File: src/rtl/mult_pkg.sv
// Shared types and constants for the signed add-shift multiplier datapath.
package mult_pkg;

  localparam int unsigned WIDTH = 8;
  localparam int unsigned CNT_W = $clog2(WIDTH + 1);

  typedef enum logic [2:0] {
    OP_HOLD,
    OP_LOAD,
    OP_CLR,
    OP_SUB,
    OP_ADD,
    OP_SHIFT
  } op_t;

  // Fixed priority: load > clear > sub > add > shift > hold.
  function automatic op_t decode_op(input logic load_b, input logic clr_xa,
                                    input logic sub_en, input logic add_en,
                                    input logic shift_en);
    if (load_b)        return OP_LOAD;
    else if (clr_xa)   return OP_CLR;
    else if (sub_en)   return OP_SUB;
    else if (add_en)   return OP_ADD;
    else if (shift_en) return OP_SHIFT;
    else               return OP_HOLD;
  endfunction

endpackage

File: src/rtl/add_sub9.sv
// (N)-bit two's-complement adder/subtractor; sub=1 computes a - b.
module add_sub9 #(
  parameter int unsigned N = 9
) (
  input  logic [N-1:0] a,
  input  logic [N-1:0] b,
  input  logic         sub,
  output logic [N-1:0] sum
);

  always_comb begin
    sum = a + (b ^ {N{sub}}) + {{(N-1){1'b0}}, sub};
  end

endmodule

File: src/rtl/mult_datapath.sv
// X/A/B register datapath of the 8-bit signed add-shift multiplier.
// Optional protocol checker output proto_err under `MULT_DP_PROTO_CHK_EN.
module mult_datapath
  import mult_pkg::*;
#(
  parameter int unsigned WIDTH = mult_pkg::WIDTH
) (
  input  logic             Clk,
  input  logic             Reset_n,
  input  logic [WIDTH-1:0] Din,
  input  logic             load_b,
  input  logic             clr_xa,
  input  logic             add_en,
  input  logic             sub_en,
  input  logic             shift_en,
  output logic             Xval,
  output logic [WIDTH-1:0] Aval,
  output logic [WIDTH-1:0] Bval,
  output logic             M,
  output logic             done
`ifdef MULT_DP_PROTO_CHK_EN
  ,
  output logic             proto_err
`endif
);

  localparam int unsigned CNT_BITS = $clog2(WIDTH + 1);
  localparam logic [CNT_BITS-1:0] CNT_MAX = CNT_BITS'(WIDTH);

  op_t                op;
  logic [WIDTH:0]     sum;
  logic [CNT_BITS-1:0] cnt;
  logic [CNT_BITS-1:0] cnt_nxt;

  always_comb begin
    op      = decode_op(load_b, clr_xa, sub_en, add_en, shift_en);
    cnt_nxt = (cnt == CNT_MAX) ? cnt : cnt + 1'b1;
    M       = Bval[0];
  end

  add_sub9 #(.N(WIDTH + 1)) u_add_sub9 (
    .a   ({Aval[WIDTH-1], Aval}),
    .b   ({Din[WIDTH-1], Din}),
    .sub (op == OP_SUB),
    .sum (sum)
  );

  always_ff @(posedge Clk or negedge Reset_n) begin
    if (!Reset_n) begin
      Xval <= 1'b0;
      Aval <= '0;
      Bval <= '0;
      cnt  <= '0;
      done <= 1'b0;
    end else begin
      unique case (op)
        OP_LOAD: begin
          Bval <= Din;
          Xval <= 1'b0;
          Aval <= '0;
          cnt  <= '0;
          done <= 1'b0;
        end
        OP_CLR: begin
          Xval <= 1'b0;
          Aval <= '0;
          cnt  <= '0;
          done <= 1'b0;
        end
        OP_SUB, OP_ADD: begin
          if (M) begin
            Xval <= sum[WIDTH];
            Aval <= sum[WIDTH-1:0];
          end
        end
        OP_SHIFT: begin
          Aval <= {Xval, Aval[WIDTH-1:1]};
          Bval <= {Aval[0], Bval[WIDTH-1:1]};
          cnt  <= cnt_nxt;
          done <= done | (cnt_nxt == CNT_MAX);
        end
        OP_HOLD: ;
        default: ;
      endcase
    end
  end

`ifdef MULT_DP_PROTO_CHK_EN
  logic proto_viol;

  // A violating load_b still leaves the flag set.
  always_comb begin
    proto_viol = ($countones({load_b, clr_xa, add_en, sub_en, shift_en}) > 1)
               | (done & (add_en | sub_en | shift_en));
  end

  always_ff @(posedge Clk or negedge Reset_n) begin
    if (!Reset_n) proto_err <= 1'b0;
    else          proto_err <= (load_b ? 1'b0 : proto_err) | proto_viol;
  end
`endif

endmodule

File: config.mk
export PLATFORM = sky130hd
export DESIGN_NAME = mult_datapath
export DESIGN_NICKNAME = d
export VERILOG_FILES = /design/src/rtl/mult_pkg.sv /design/src/rtl/add_sub9.sv /design/src/rtl/mult_datapath.sv
export SDC_FILE = /design/constraint.sdc
export NUM_CORES = 1
export LEC_CHECK = 0
export BUFFER_PORTS_ARGS = -buffer_cell sky130_fd_sc_hd__buf_4
export CORE_AREA = 3 3 57 59
export DETAILED_ROUTE_END_ITERATION = 8
export DIE_AREA = 0 0 60 62
export PLACE_DENSITY = 0.86
export SKIP_LAST_GASP = 1
export SLEW_MARGIN = 15
export SYNTH_ARGS = -nofsm -noshare
export SYNTH_HDL_FRONTEND = slang
export SYNTH_SLANG_ARGS = --single-unit
File: constraint.sdc
create_clock -name Clk -period 2.74 [get_ports Clk]
set_input_delay 0.548 -clock Clk [delete_from_list [all_inputs] [get_ports Clk]]
set_output_delay 0.548 -clock Clk [all_outputs]
set_load 0.02 [all_outputs]
* After elaboration in Yosys (flattened, before gate mapping)
Cells that the tools add are included.
W data, S select, Z words.
** Storage, ports and cells
- Memories kept :: 0
- Latch bits :: 0
- Logic and storage cells :: 39
- Register bits :: 22
- Memory bits (writable) :: 0
- Bits in read-only memories :: 0
** Operators by class
- Shift-type cells :: 0
- Add/subtract/negate cells :: 3
- Multipliers :: 0
- Muxes and demuxes :: 13
- Reductions and logical operators :: 8
- Equality and inequality tests :: 8
- Div/mod/pow operators :: 0
- $lt $le $gt $ge :: 0
- Bitwise gates (word level) :: 2
** Operators by type and width (count)
- $pmux W8 S3 :: 1
- $pmux W8 S2 :: 1
- $mux W3 :: 5
- $add A9 B1 Y9 :: 1
- $add A9 B9 Y9 :: 1
- $xor A9 B9 Y9 :: 1
- $eq A4 B4 Y1 const B :: 2
- $mux W8 :: 1
- $pmux W4 S2 :: 1
- $eq A3 B2 Y1 const B :: 2
- $eq A3 B3 Y1 const B :: 2
- $reduce_bool A2 Y1 :: 3
- $add A4 B1 Y4 const B :: 1
- $mux W4 :: 1
- $pmux W1 S2 :: 2
- $reduce_and A2 Y1 :: 2
- $reduce_or A2 Y1 :: 2
- $eq A3 B1 Y1 const B :: 1
- $reduce_bool A3 Y1 :: 1
- $ne A2 B2 Y1 const B :: 1
- $mux W1 :: 1
- $or A1 B1 Y1 :: 1

* Longest topological paths before layout
- Depth in word-level cells :: 11
- Gate-level depth with buffers :: 10
- Gate-level depth less buffers :: 9

* Cells and area by module
From an unflattened synthesis, not the netlist that was laid out.
** Unflattened totals
- Cells, all modules :: 188
- Area total of the unflattened synthesis :: 1676.6 um2
** Modules (own cells, without submodules)
- mult_datapath :: cells an instance 125, instances 1, area an instance 1187.4 um2, sequential area each 550.5 um2
- add_sub9 :: cells an instance 63, instances 1, area an instance 489.2 um2, sequential area each 0.0 um2

* Worst setup path before layout
No wires, ideal clock.
- Path kind :: input-to-reg
- Start point :: input load_b
- End point :: register Aval[3]
- Arrival time :: 2695 ps
- Stages on the path :: 10
- Setup time :: 123 ps
- Path slack :: -78 ps
- Cells stage by stage :: buf_2 nor2_2 nand2_1 xnor2_1 ha_1 a31o_2 a221oi_4 xnor2_1 a221oi_2 nor2_1
** On the way
- Cells in the longest elaborated chain, start to end :: 7
- Elaborated cells between the ends (all ways) :: 16
** RTL lines
- start, declared :: line mult_datapath.sv:11 : input logic load_b,
- $mux W3 (*) :: line mult_pkg.sv:20 : if (load_b) return OP_LOAD;
- $eq A3 B2 Y1 :: line mult_datapath.sv:44, mult_datapath.sv:56
- $xor A9 B9 Y9 :: line add_sub9.sv:12 : sum = a + (b ^ {N{sub}}) + {{(N-1){1'b0}}, sub};
- $add A9 B9 Y9 :: line add_sub9.sv:12
- $add A9 B1 Y9 :: line add_sub9.sv:12
- $mux W8 :: line mult_datapath.sv:71 : if (M) begin
- $pmux W8 S3 :: line mult_datapath.sv:56 : unique case (op)
- end signal, assigned :: line mult_datapath.sv:73 : Aval <= sum[WIDTH-1:0];
- end signal, assigned :: line mult_datapath.sv:77 : Aval <= {Xval, Aval[WIDTH-1:1]};
- end, declared :: line mult_datapath.sv:17 : output logic [WIDTH-1:0] Aval,
Every way passes the cells marked *; elsewhere a longest branch is shown, timed or not. The select of a mux whose other input is x is not followed.
A chain may end at the register's enable or synchronous reset.

* Worst setup path after layout
Ends and elaborated chain as after synthesis.

==> results.md <==
* Endpoints failing setup at 0
* Fin nets at 228
* Power per cell area at 508 nW/µm²
* Syn nets at 193
* Final worst path period need at 2.31 ns
* Rows at 19
* Critical path data required time at 2.96 ns
* Clk slew on worst S/H paths at 0.13 ns
* Longest Clk Path Bufs at 2
* Design Power at 0.961 mW
* Yosys warns at 0
* Htree depth at 1
* Num CTS Buffers at 3
* Initial Util at 0.569
* DP HPWL at 2830 µm
* Hold WC Path Type: primary input to asynchronous set/reset pin
* Slew HR at 0.648
* Vias in the first global route at 1,321
* Cts repair resizes at 0
* Via-to-Cell Ratio at 5.93
* Slowest CP cell: ha_1
* FF+latch count, synth at 22
* Post-synth cell types at 42
* CP bufs+invs at 1
* # Post-CTS Setup Buffers at 0
* ANT nets after route at 0
* Period Utilization, post-route at 0.843
* Worst stage delay on the critical path at 0.31 ns
* Synth top area cells: dfrtp_1 35%, ha_1 8.8%, xnor2_1 6.1%
* Fill cell count at 217
* Synth-to-layout area growth at 20.4%
* R2R cell count at 8
* Port Buffer Count at 33
* Total Neg Setup Slack at 0 ns
* FMAX at 0.433 GHz
* Async S/R FF share, synth at 1.00
* TritonCTS clock tree: built
* Hold Slack at 0.0901 ns
* Status: complete, no violations
* Slew Limit Fails at 0
* Sequential area share after synthesis at 0.351
* Worst Setup SP: load_b
* Syn Inst Count at 166
* Dpl cells at 227
* Worst setup EP type: flop
* Initial drt markers at 56
* Ports at 34
* Die width at 60 µm
* Worst path cell trace: buf_4, nor2_2, nand2_2, xnor2_1, ha_1, a31o_2, a221oi_4, xnor2_1, a221oi_2, nor2_1
* Grt total ovfl at 0
* Post-synth top flop: dfrtp_1
* Gpl congestion at 0.921
* Reg2reg start: Aval[0]
* CTS Root Cell: clkbuf_4
* Crit-path max FO at 18
* Vias at 1,370
* Core Area at 2760 µm²
* RSZ-0062 raised after global routing: false
* Final setup margin at 0.431 ns
* Peak supply drop at 0.000457 V
* Final hold violation count at 0
* Layout Cells excl Fill at 231
* Mapped Area at 1570 µm²
* Number of hold buffers added after CTS at 0
* Largest net degree at the start of global routing at 23
* Clock skew at 0.00146 ns
* DRC errors left at 0
* Routed wire length at 3640 µm
* CP dominant cell by count: xnor2_1
* Critical path depth in cells at 10
* Clk Latency, worst-skew pair at 0.32 ns
* Maxcap violations at 0
* Initial DRT Pass Iterations at 4
* Height of the chip at 62 µm
* Leading area contributor after synthesis: dfrtp_1
* Initial antenna violation count at 0
* Antenna Cells at 0
* Synth top area share at 0.351
* First-pass GRT wire length at 5920 µm
* Setup WS pre-CTS at 0.0871 ns
* Clock net sink count at 22
* DIE AREA at 3720 µm²
* CP startpoint kind: primary input
* Measured slew at the worst slew-check pin at 0.527 ns
* GRT Resource Usage Total at 0.217
* Post-synth EDFFs at 0
* WP data arrival at 2.53 ns
* Synth Area per Inst at 9.46 µm²
* Critical path type: primary input to flop
* Cell family with most CP delay: compound AO/OA/AOI/OAI gates
* Layout cells sized above 1 at 0.260
* DR WL/cell at 15.8 µm
* Leakage power at 0.865 nW
flip-flops by register name, indices dropped and copies added (netlist names):
| signal | count |
|---|---|
| Aval | 8 |
| Bval | 8 |
| cnt | 4 |
| Xval | 1 |
| done | 1 |
cells in the mapped netlist, types with 3 or more instances:
library cell,count
a21oi_1,7
a221oi_1,3
dfrtp_1,22
ha_1,11
inv_1,6
mux2i_1,9
nand2_1,19
nand3_1,6
nor2_1,13
nor2_2,3
o21ai_0,17
xnor2_1,11
xor2_1,3
per-stage QoR:
step           cell area (µm²)  utilization
2_1_floorplan             1570            -
3_3_place_gp              1840        0.667
3_5_place_dp              1840        0.667
4_1_cts                   1890        0.686
5_1_grt                   1890        0.686
6_report                  1890        0.686
kinds of logic after synthesis:
group                      share of synthesized area
xor gates and xnor gates                      0.0781
AOI/OAI and AO/OA                              0.194
adders and majority gates                      0.100
muxes                                         0.0574
buffers and inverters                         0.0422
DFF                                            0.351
and+or+nand+nor                                0.177
final cells by class:
| type | instances | area [µm²] | area share |
|---|---|---|---|
| Inverter | 6 | 22.5 | 0.0119 |
| Multi-Input combinational cell | 132 | 956 | 0.506 |
| Sequential cell | 22 | 551 | 0.291 |
| Clock buffer | 3 | 22.5 | 0.0119 |
| Clock inverter | 1 | 30.0 | 0.0159 |
| Timing Repair Buffer | 36 | 270 | 0.143 |
| Tap cell | 31 | 38.8 | 0.0205 |
layer usage:
metal | global-route usage | wire (µm) | vias up
met5 | 0 | 0 | -
met2 | 0.372 | 1880 | 41
met4 | 0.0886 | 72 | 0
li1 | - | - | 661
met1 | 0.264 | 1490 | 659
met3 | 0.0475 | 195 | 9
power by group:
part / internal, mW / leakage [nW] / switching [mW]
Clock: 0.148 / 0.0279 / 0.107
Sequential: 0.351 / 0.287 / 0.0312
Combinational: 0.145 / 0.549 / 0.179
placed cells by master, fill, tap and decap left out, drive strengths merged, types with 2 or more instances in the layout:
master and count:
o21a 2, a22oi 2, a21oi 7, clkbuf 3, nor2 17, a221oi 6, dfrtp 22, nor3b 2
ha 11, xnor2 11, nand2 20, nand3 7, o21ai 19, xor2 3, buf 36, inv 6
mux2i 9
final timing paths:
check	slack, ns	endpoint
setup / recovery	0.43	Aval[3]
hold / removal	0.09	cnt[2]
setup reg to reg	0.77	Xval
hold reg to reg	0.51	done
max in group asynchronous	2.43	Bval[4]
min in group Clk	0.45	Bval[7]
Power figures use the tool's default switching activity.
